$ cat src/rtl/regfile_sb.sv
// regfile_sb: register file with registered write-first read ports and a per-register busy scoreboard
module regfile_sb #(
  parameter int WIDTH = 16,
  parameter int DEPTH = 8,
  parameter int ZERO_REG = 0,
  localparam int AW = (DEPTH <= 2) ? 1 : $clog2(DEPTH)
) (
  input  logic                    clk,
  input  logic                    rst_n,
  input  logic [AW-1:0]           addr_a,
  input  logic [AW-1:0]           addr_b,
  input  logic                    wr_en,
  input  logic [AW-1:0]           wr_addr,
  input  logic signed [WIDTH-1:0] wr_data,
  input  logic                    rsv_en,
  input  logic [AW-1:0]           rsv_addr,
  output logic signed [WIDTH-1:0] data_a,
  output logic signed [WIDTH-1:0] data_b,
  output logic                    busy_a,
  output logic                    busy_b,
  output logic                    busy_any
);
  logic signed [WIDTH-1:0] regs [DEPTH];
  logic [DEPTH-1:0] busy, busy_nx;
  logic wr_ok, rsv_ok, va, vb;
  logic signed [WIDTH-1:0] rd_a, rd_b;
  function automatic logic ok(input logic [AW-1:0] a);
    return (int'(a) < DEPTH) && !((ZERO_REG != 0) && (a == '0));
  endfunction
  assign wr_ok  = wr_en && ok(wr_addr);
  assign rsv_ok = rsv_en && ok(rsv_addr);
  assign va     = ok(addr_a);
  assign vb     = ok(addr_b);
  // reserve is applied after the write clear so a same-cycle newer producer wins
  always_comb begin
    busy_nx = busy;
    if (wr_ok) busy_nx[wr_addr] = 1'b0;
    if (rsv_ok) busy_nx[rsv_addr] = 1'b1;
  end
  always_comb begin
    rd_a = !va ? '0 : (wr_ok && wr_addr == addr_a) ? wr_data : regs[addr_a];
    rd_b = !vb ? '0 : (wr_ok && wr_addr == addr_b) ? wr_data : regs[addr_b];
  end
  always_ff @(posedge clk or negedge rst_n) begin
    if (!rst_n) begin
      for (int i = 0; i < DEPTH; i++) regs[i] <= '0;
      busy     <= '0;
      data_a   <= '0;
      data_b   <= '0;
      busy_a   <= 1'b0;
      busy_b   <= 1'b0;
      busy_any <= 1'b0;
    end else begin
      if (wr_ok) regs[wr_addr] <= wr_data;
      busy     <= busy_nx;
      data_a   <= rd_a;
      data_b   <= rd_b;
      busy_a   <= va && busy_nx[addr_a];
      busy_b   <= vb && busy_nx[addr_b];
      busy_any <= |busy_nx;
    end
  end
endmodule

$ cat config.mk
export PLATFORM = sky130hd
export DESIGN_NAME = regfile_sb
export DESIGN_NICKNAME = d
export VERILOG_FILES = /design/src/rtl/regfile_sb.sv
export SDC_FILE = /design/constraint.sdc
export NUM_CORES = 1
export LEC_CHECK = 0
export CAP_MARGIN = 20
export CORE_MARGIN = 2
export CORE_UTILIZATION = 60
export CTS_CLUSTER_DIAMETER = 40
export DETAILED_ROUTE_END_ITERATION = 16
export PLACE_DENSITY = 0.85
export SLEW_MARGIN = 20
export SYNTH_ARGS = -nofsm -noshare
export SYNTH_HDL_FRONTEND = slang
export SYNTH_SLANG_ARGS = --single-unit
$ cat constraint.sdc
create_clock -name clk -period 2.3 [get_ports clk]
set_input_delay 0.69 -clock clk [delete_from_list [all_inputs] [get_ports clk]]
set_output_delay 0.69 -clock clk [all_outputs]
set_load 0.005 [all_outputs]
**Word level (Yosys, flattened, before mapping)**

Index checks and enable logic that the tools add are counted.

- Equal/unequal tests: 2
- Reduce and logical (&&, ||, !) cells: 6
- Bitwise logic cells: 6
- Multiplexer cells: 21
- $lt $le $gt $ge: 10

Operators with widths:

| cell | number |
|---|---|
| $bwmux W128 | 1 |
| $mux W16 | 7 |
| $bmux W16 S3 | 2 |
| $demux W16 S3 | 1 |
| $lt A3 B4 Y1 const B | 4 |
| $mux W8 | 2 |
| $ge A4 B4 Y1 const B | 3 |
| $not A3 Y4 | 3 |
| $and A8 B8 Y8 | 1 |
| $not A8 Y8 | 1 |
| $or A8 B8 Y8 | 1 |
| $reduce_or A8 Y1 | 1 |
| $bmux W1 S3 | 2 |
| $demux W1 S3 | 2 |
| $eq A3 B3 Y1 | 2 |
| $ge A3 B1 Y1 const B | 2 |
| $logic_and A1 B1 Y1 | 5 |
| $lt A4 B1 Y1 const B | 1 |
| $mux W1 | 4 |

- Bits of input ports: 32
- Output and inout bits: 35
- Register bits after elaboration: 171
- Logic and storage cells: 59

**Longest topological paths before layout**

Gate-level depths: netlist (run 1).

- Depth after elaboration: 11
- Gate-level depth with buffers: 7
- Mapped depth without buffers: 5

**Least setup slack after synthesis (run 1)**

No wires, ideal clock.

- Kind: input to register
- From: input addr_a[0]
- To: register data_a[0]
- Setup time: 0.137 ns
- Buffers on the path: 2
- Data required time: 2.163 ns
- Arrival: 1.824 ns
- Stages: 5
- Slack: 0.339 ns
- Cells stage by stage: buf_2 > buf_2 > mux4_2 > mux2i_1 > a21oi_1

- Word-level cells in the longest chain between the ends: 5
- Elaborated cells between the ends (all ways): 7
- Those cells by class: eq/ne (1); mux (4); bitwise (1); reduce/logical (1)

Ends and longest elaborated chain:

| what | line | RTL |
|---|---|---|
| from (decl) | 10 | `input logic [AW-1:0] addr_a,` |
| $not A3 Y4 (not written as such) | 41 | `rd_a = !va ? '0 : (wr_ok && wr_addr == addr_a) ? wr_data : regs[addr_a];` |
| $bmux W16 S3 | 41 |  |
| $mux W16 (not written as such) (2 in a row) | 41 |  |
| $mux W16 (*) | 41 |  |
| via rd_a[0] | 26 | `logic signed [WIDTH-1:0] rd_a, rd_b;` |
| to (signal assigned) | 56 | `data_a <= rd_a;` |
| to (decl) | 17 | `output logic signed [WIDTH-1:0] data_a,` |

Mark *: on every way through the listed nets, which the timed path passes. The rest lies on a longest branch. The select of a mux whose other input is x is not followed.
A chain may end at the register's enable or synchronous reset.

**Worst setup path after layout (run 1)**

- From: input wr_en
- To: register busy_a

- Word-level cells in the longest chain between the ends: 5

Ends and longest elaborated chain:

| what | line | RTL |
|---|---|---|
| from (decl) | 12 | `input logic wr_en,` |
| $mux W8 (*) | 37 | `if (wr_ok) busy_nx[wr_addr] = 1'b0;` |
| $or A8 B8 Y8 (no source line) | n/a |  |
| $mux W8 (*) | 38 | `if (rsv_ok) busy_nx[rsv_addr] = 1'b1;` |
| via busy_nx[4] | 24 | `logic [DEPTH-1:0] busy, busy_nx;` |
| $bmux W1 S3 (*) | 58 | `busy_a <= va && busy_nx[addr_a];` |
| $mux W1 (not written as such) (*) | 58 |  |
| to (signal assigned) | 58 |  |
| to (decl) | 19 | `output logic busy_a,` |

Marked as above.

==> flow_metrics.py, run 1 <==
metrics = {
    "outcome": {
        "status": "completed",
    },
    "die": {
        "core_region_area_um2": 14400,
        "floorplan.rows": 44,
        "die_width_um": 125,
        "ioPinCount": 67,
        "die_area_um2": 15700,
        "dieHeight_um": 125,
        "initial_utilization": 0.611,
    },
    "clock_tree": {
        "path_clk_slew_ns": 0.07,
        "cts.sink_count": 171,
        "cts_resized": 0,
        "cts-buffers-inserted": 17,
        "cts_hold_buf": 0,
        "number_of_buffers_added_for_setup_after_cts": 0,
        "clock_latency_ns": 0.43,
        "h-tree-depth": 4,
        "cts.path.max_buffers": 2,
        "tritoncts": "done",
        "clockRootBuffer": "sky130_fd_sc_hd__clkbuf_16",
    },
    "setup_path": {
        "timing_worst_setup_path_type": "in2reg",
        "cp_data_arrival_time_ns": 2.48,
        "crit_required_ns": 2.59,
        "r2r_cells": 4,
        "rrSetupSlack_ns": 0.90,
        "worst_setup_ep_type": "flop",
        "reg2reg_from": "busy[7]",
        "cp-start-kind": "input pin",
        "critPathLaunch": "wr_en",
        "r2r-end": "busy_a",
        "setup.worst_path.end": "busy_a",
        "timing.critical_path.fanout_max": 4,
    },
    "power": {
        "net_sw_power_mw": 2.60,
        "power.switching_fraction": 0.277,
        "seq_power_share": 0.444,
        "power.static_leakage_nw": 4.44,
        "power.share.combinational": 0.242,
        "ir_worst_vdd_v": 0.000614,
        "p_clk_frac": 0.314,
        "totalPowerFinal_mw": 9.39,
        "powerDensity_nw_per_um2": 896,
        "p_int_mw": 6.79,
    },
    "finish": {
        "postLayoutCoreUtil": 0.727,
        "final_nets": 723,
        "register_area_um2": 4280,
        "final-instance-count-excl-fill": 888,
        "n_antenna_cell": 0,
        "multi_input_comb_area_um2": 4140,
        "n_fill_cell": 875,
        "drive_gt1_frac": 0.429,
        "flow.area_growth_from_synthesis_pct": 18.9,
        "final_cell_area_um2": 10500,
    },
    "route": {
        "detail_route.iter0.violations": 502,
        "routedWlPerCell_um": 23.7,
        "drc_errors": 0,
        "average_vias_per_placed_instance": 6.62,
        "total_wire_length_um": 21000,
        "via_count": 5878,
        "detail_route.first_pass.iterations": 5,
        "final_antenna_net_count": 0,
    },
    "placement": {
        "dp.final_hpwl_um": 13700,
        "place_congestion": 0.885,
        "numPlacedInstances": 856,
        "total_cell_area_at_the_placement_stage_um2": 9880,
        "port_buffers": 66,
    },
    "logic_synthesis": {
        "post_synth_fa_ha_maj_area_fraction": 0,
        "yosys.cell_count.top_type": "sky130_fd_sc_hd__dfrtp_1",
        "netlist_area_um2": 8810,
        "synth_top_cell_by_area": "sky130_fd_sc_hd__dfrtp_1",
        "synth_seq_area_share": 0.485,
        "primary_ff_master_synth": "sky130_fd_sc_hd__dfrtp_1",
        "synth_top_cells_by_area": "sky130_fd_sc_hd__dfrtp_1 49%, sky130_fd_sc_hd__mux2_2 16%, sky130_fd_sc_hd__mux4_2 16%",
        "synth.ff_latch_count": 171,
        "synth.distinct_cells": 51,
        "largest_family_of_logic_cells_by_synthesized_area": "multiplexers",
        "syn_avg_cell_area_um2": 14.4,
        "yosys-top-cells-count": "171 x sky130_fd_sc_hd__dfrtp_1, 128 x sky130_fd_sc_hd__mux2_2, 64 x sky130_fd_sc_hd__mux4_2",
        "synth_enable_flop_cells": 0,
        "post_synth_inst_count": 611,
        "post_synth_xor_area_fraction": 0.00596,
        "yosys.area_share.simple": 0.0612,
        "synth-warning-count": 0,
        "synth.area.mux_share": 0.365,
        "post_syn_nets": 643,
        "synthesized_area_fraction_occupied_by_ao_oa_aoi_and_oai_cells": 0.0376,
        "postSynth.asyncResetShare": 1.00,
        "synthDominantCellAreaShare": 0.485,
    },
    "timing": {
        "timing.slew.headroom": 0.700,
        "timing_hold_violations_final": 0,
        "maxSlewViolCount": 0,
        "achievable_frequency_mhz": 455,
        "rsz_0062_raised_after_global_routing": "no",
        "max_slew.worst_pin.slew_ns": 0.446,
        "fin_crit_sh": 0.955,
        "setup-tns-final_ns": 0,
        "min_period_ns": 2.20,
        "timing.clock.skew_ns": 0.00788,
        "setup_viol": 0,
    },
    "worst_hold_path": {
        "holdCritPathClass": "in2async",
    },
    "global_routing": {
        "grt.overflow.total": 0,
        "number_of_global_route_vias_before_repair": 6213,
        "grt_antenna_before_repair": 0,
        "wire_length_of_the_first_global_routing_pass_um": 34000,
        "grt_max_degree": 77,
        "global_route.usage.total": 0.282,
    },
    "flow_run": {
        "cap_violations": 0,
    },
}
==> logic make-up (layout without fill, tap and decap cells) <==
| family | after synthesis | in the layout |
|---|---|---|
| simple gates | 86 | 86 |
| xor+xnor | 6 | 6 |
| compound gates | 54 | 54 |
| flops | 171 | 171 |
| buf+inv | 69 | 162 |
| mux | 225 | 225 |
==> stage by stage <==
| step | setup WS, ns | hold slack (ns) |
|---|---|---|
| 2_1_floorplan | 0.339 | 0.394 |
| 5_1_grt | 0.0621 | 0.122 |
| 4_1_cts | 0.110 | 0.111 |
| 6_report | 0.105 | 0.112 |
| 3_3_place_gp | -0.212 | 0.499 |
| 3_5_place_dp | -0.301 | 0.510 |
==> sequential cells by signal, indices dropped and copies added (netlist names) <==
| register | cells |
|---|---|
| busy_a | 1 |
| data_a | 16 |
| busy | 8 |
| regs | 128 |
| busy_b | 1 |
| data_b | 16 |
| busy_any | 1 |
==> power groups by stage <==
stage / clock [mW] / sequential (mW) / combinational (mW)
6_report: 2.95 / 4.17 / 2.27
4_1_cts: 2.98 / 4.15 / 2.28
3_5_place_dp: 0 / 4.18 / 2.24
5_1_grt: 3.12 / 4.23 / 2.42
3_3_place_gp: 0 / 4.09 / 2.16
2_1_floorplan: 0 / 4.06 / 1.41
==> layout by cell type (no fill, tap or decap), types with 7 or more instances in the layout <==
master,instances
sky130_fd_sc_hd__nor2_1,38
sky130_fd_sc_hd__mux2_2,128
sky130_fd_sc_hd__buf_4,48
sky130_fd_sc_hd__mux4_2,64
sky130_fd_sc_hd__mux2i_1,32
sky130_fd_sc_hd__buf_12,10
sky130_fd_sc_hd__clkbuf_16,17
sky130_fd_sc_hd__clkdlybuf4s50_1,61
sky130_fd_sc_hd__a21oi_1,33
sky130_fd_sc_hd__dfrtp_1,171
sky130_fd_sc_hd__inv_6,7
==> critical path, stage by stage <==
cell and delay, ns:
sky130_fd_sc_hd__clkdlybuf4s50_1 0.56, sky130_fd_sc_hd__buf_4 0.16, sky130_fd_sc_hd__and4bb_2 0.31, sky130_fd_sc_hd__nand2b_2 0.17
sky130_fd_sc_hd__o31ai_1 0.12, sky130_fd_sc_hd__a311oi_1 0.33, sky130_fd_sc_hd__nand4_1 0.14
==> routing by layer <==
| metal | vias to the layer above | global-route usage | wire length [um] | part of all wire |
|---|---|---|---|---|
| li1 | 2462 | - | - | - |
| met1 | 3102 | 0.367 | 8290 | 0.39 |
| met2 | 251 | 0.473 | 10800 | 0.51 |
| met3 | 63 | 0.0535 | 1190 | 0.057 |
| met4 | 0 | 0.114 | 760 | 0.036 |
| met5 | - | 0 | 0 | 0 |
==> area by class of cell <==
class,count,share of cell area
Sequential cell,171,0.408
Multi-Input combinational cell,371,0.395
Timing Repair Buffer,124,0.115
Clock buffer,17,0.0406
Tap cell,184,0.0220
Clock inverter,15,0.0173
Inverter,6,0.00215
==> worst min-delay path by stage <==
| stage | depth (start not counted) | slack [ns] | startpoint | end |
|---|---|---|---|---|
| floorplan | 0 | 0.39 | rst_n | busy[0] |
| global placement | 1 | 0.50 | regs[73] | regs[73] |
| detailed placement | 1 | 0.51 | regs[76] | regs[76] |
| CTS | 1 | 0.11 | rst_n | regs[19] |
| global route | 1 | 0.12 | rst_n | regs[51] |
| finish | 1 | 0.11 | rst_n | regs[50] |
No activity file was read; power rests on OpenSTA's default activity.
==> run 2: changes to the inputs <==
--- a/config.mk
+++ b/config.mk
@@ -15,3 +15,4 @@
 export SYNTH_ARGS = -nofsm -noshare
 export SYNTH_HDL_FRONTEND = slang
 export SYNTH_SLANG_ARGS = --single-unit
+export TNS_END_PERCENT = 5
==> results of run 2 <==
Same layout as run 1: the final DEF is identical, and so are final timing and power.
==> run 3: changes to the inputs <==
--- a/config.mk
+++ b/config.mk
@@ -6,11 +6,13 @@
 export NUM_CORES = 1
 export LEC_CHECK = 0
 export CAP_MARGIN = 20
+export CELL_PAD_IN_SITES_DETAIL_PLACEMENT = 2
+export CELL_PAD_IN_SITES_GLOBAL_PLACEMENT = 2
 export CORE_MARGIN = 2
-export CORE_UTILIZATION = 60
+export CORE_UTILIZATION = 46
 export CTS_CLUSTER_DIAMETER = 40
 export DETAILED_ROUTE_END_ITERATION = 16
-export PLACE_DENSITY = 0.85
+export PLACE_DENSITY = 0.89
 export SLEW_MARGIN = 20
 export SYNTH_ARGS = -nofsm -noshare
 export SYNTH_HDL_FRONTEND = slang
==> run 3 against run 2 <==
Die area grew 29%. Via count grew 4.4%. Utilization shrank 16 points. Largest cell class unchanged. Sequential power grew 3%. First-iteration DRC count shrank 24%. Non-clock buffer count shrank 6. Combinational power grew 11%. Worst setup slack lost 0.012 ns. Wire length grew 52%. Clock skew shrank 0.00086 ns.
==> flow_metrics.py, run 3 (synthesized netlist as in run 1, its figures left out) <==
metrics = {
    "placement": {
        "place_congestion": 0.833,
        "port_buffers": 66,
        "numPlacedInstances": 900,
        "dp.final_hpwl_um": 19100,
    },
    "die": {
        "floorplan.rows": 50,
        "initial_utilization": 0.470,
        "dieHeight_um": 142,
        "die_width_um": 142,
        "die_area_um2": 20300,
        "core_region_area_um2": 18800,
        "ioPinCount": 67,
    },
    "timing": {
        "timing.clock.skew_ns": 0.00702,
        "timing.slew.headroom": 0.605,
        "fin_crit_sh": 0.960,
        "max_slew.worst_pin.slew_ns": 0.592,
        "setup_viol": 0,
        "maxSlewViolCount": 0,
        "min_period_ns": 2.21,
        "timing_hold_violations_final": 0,
        "rsz_0062_raised_after_global_routing": "no",
        "achievable_frequency_mhz": 453,
    },
    "setup_path": {
        "timing_worst_setup_path_type": "in2reg",
        "r2r_cells": 3,
        "timing.critical_path.fanout_max": 20,
        "crit_required_ns": 2.60,
        "cp_data_arrival_time_ns": 2.51,
        "setup.worst_path.end": "data_a[13]",
        "critical-path-slowest-cell": "sky130_fd_sc_hd__clkdlybuf4s50_1",
        "critical_path.most_common_cell": "sky130_fd_sc_hd__buf_4",
        "sequence_of_cells_on_the_critical_path": "clkdlybuf4s50_1, buf_4, buf_4, xnor2_1, nand4_1, buf_4, nor2_1, a21oi_1",
        "r2r-end": "data_a[15]",
        "cp_slowest_stage_delay_ns": 0.46,
        "worst_setup_ep_type": "flop",
        "cp-start-kind": "input pin",
        "rrSetupSlack_ns": 0.76,
        "critPathLaunch": "wr_addr[0]",
        "reg2reg_from": "regs[15]",
    },
    "route": {
        "total_wire_length_um": 31900,
        "final_antenna_net_count": 0,
        "detail_route.iter0.violations": 383,
        "average_vias_per_placed_instance": 6.59,
        "via_count": 6139,
        "drc_errors": 0,
        "routedWlPerCell_um": 34.3,
        "detail_route.first_pass.iterations": 5,
    },
    "clock_tree": {
        "number_of_buffers_added_for_setup_after_cts": 0,
        "tritoncts": "done",
        "clock_latency_ns": 0.44,
        "cts-buffers-inserted": 17,
        "cts.sink_count": 171,
        "path_clk_slew_ns": 0.07,
        "clockRootBuffer": "sky130_fd_sc_hd__clkbuf_16",
        "cts.path.max_buffers": 2,
        "h-tree-depth": 4,
    },
    "finish": {
        "reg_top3": "regs: 128 flops, data_a: 16 flops, data_b: 16 flops",
        "layout.cells.most_common_list": "171 x sky130_fd_sc_hd__dfrtp_1, 128 x sky130_fd_sc_hd__mux2_2, 64 x sky130_fd_sc_hd__mux4_2, 61 x sky130_fd_sc_hd__clkdlybuf4s50_1, 39 x sky130_fd_sc_hd__buf_4",
        "drive_gt1_frac": 0.426,
        "top_register": "regs",
        "largest_register_ffs": 128,
        "final-instance-count-excl-fill": 931,
        "commonest_non_fill_non_tap_cell_in_the_layout": "sky130_fd_sc_hd__dfrtp_1",
        "n_antenna_cell": 0,
        "final_nets": 717,
        "flow.area_growth_from_synthesis_pct": 19.8,
    },
    "global_routing": {
        "grt_antenna_before_repair": 0,
        "global_route.usage.total": 0.331,
        "grt.overflow.total": 0,
        "grt_max_degree": 54,
        "wire_length_of_the_first_global_routing_pass_um": 48100,
        "number_of_global_route_vias_before_repair": 7106,
    },
    "worst_hold_path": {
        "holdCritPathClass": "in2async",
    },
    "power": {
        "power.static_leakage_nw": 4.43,
        "powerDensity_nw_per_um2": 940,
        "totalPowerFinal_mw": 9.93,
        "ir_worst_vdd_v": 0.000612,
    },
    "flow_run": {
        "cap_violations": 0,
    },
    "outcome": {
        "status": "completed",
    },
}
-- run 3: report_power, final --
group / internal (mW) / switching [mW]
clock network: 1.74 / 1.34
registers: 3.71 / 0.607
logic: 1.45 / 1.08
-- run 3: repair_timing --
item / in CTS / in global routing
hold buffers: 0 / 0
endpoints found under the setup margin: 0 / 2
resized for setup: 0 / 3
-- run 3: worst min path at each step --
stage | start | endpoint | slack [ns] | cells after the start
floorplan | rst_n | busy[0] | 0.39 | 0
global placement | regs[1] | regs[1] | 0.50 | 1
detailed placement | regs[89] | regs[89] | 0.52 | 1
CTS | rst_n | regs[116] | 0.22 | 1
global route | rst_n | regs[34] | 0.23 | 1
finish | rst_n | regs[34] | 0.20 | 1
-- run 3: layout make-up --
cell class / count / area [um^2]
fill: 1641 / 8210
clock inverter: 13 / 169
tap: 234 / 293
inverter: 6 / 22.5
timing repair buffer: 118 / 1190
sequential: 171 / 4280
multi-input combinational: 371 / 4160
clock buffer: 18 / 439
-- run 3: metal layers --
layer,share of wire,up-vias,wire length (um),global-route usage
met5,0,-,0,0
met1,0.41,3368,13000,0.421
li1,-,2446,-,-
met4,0.035,0,1110,0.129
met2,0.51,245,16400,0.568
met3,0.045,80,1440,0.0565
-- run 3: worst max-delay path, delay by kind of cell --
kind / cells / cell delay [ns]
buf+inv: 4 / 1.08
simple gates: 2 / 0.45
xor+xnor: 1 / 0.21
compound gates: 1 / 0.08
-- run 3: through the flow --
step | hold slack, ns | utilization | TNS (ns) | setup WS [ns] | area [um^2]
6_report | 0.204 | 0.562 | 0 | 0.0924 | 10600
2_1_floorplan | 0.394 | - | 0 | 0.339 | 8810
3_5_place_dp | 0.518 | 0.529 | -20.29 | -0.329 | 9930
5_1_grt | 0.227 | 0.562 | 0 | 0.00531 | 10600
4_1_cts | 0.223 | 0.562 | 0 | 0.0301 | 10500
3_3_place_gp | 0.499 | 0.529 | -7.38 | -0.188 | 9930
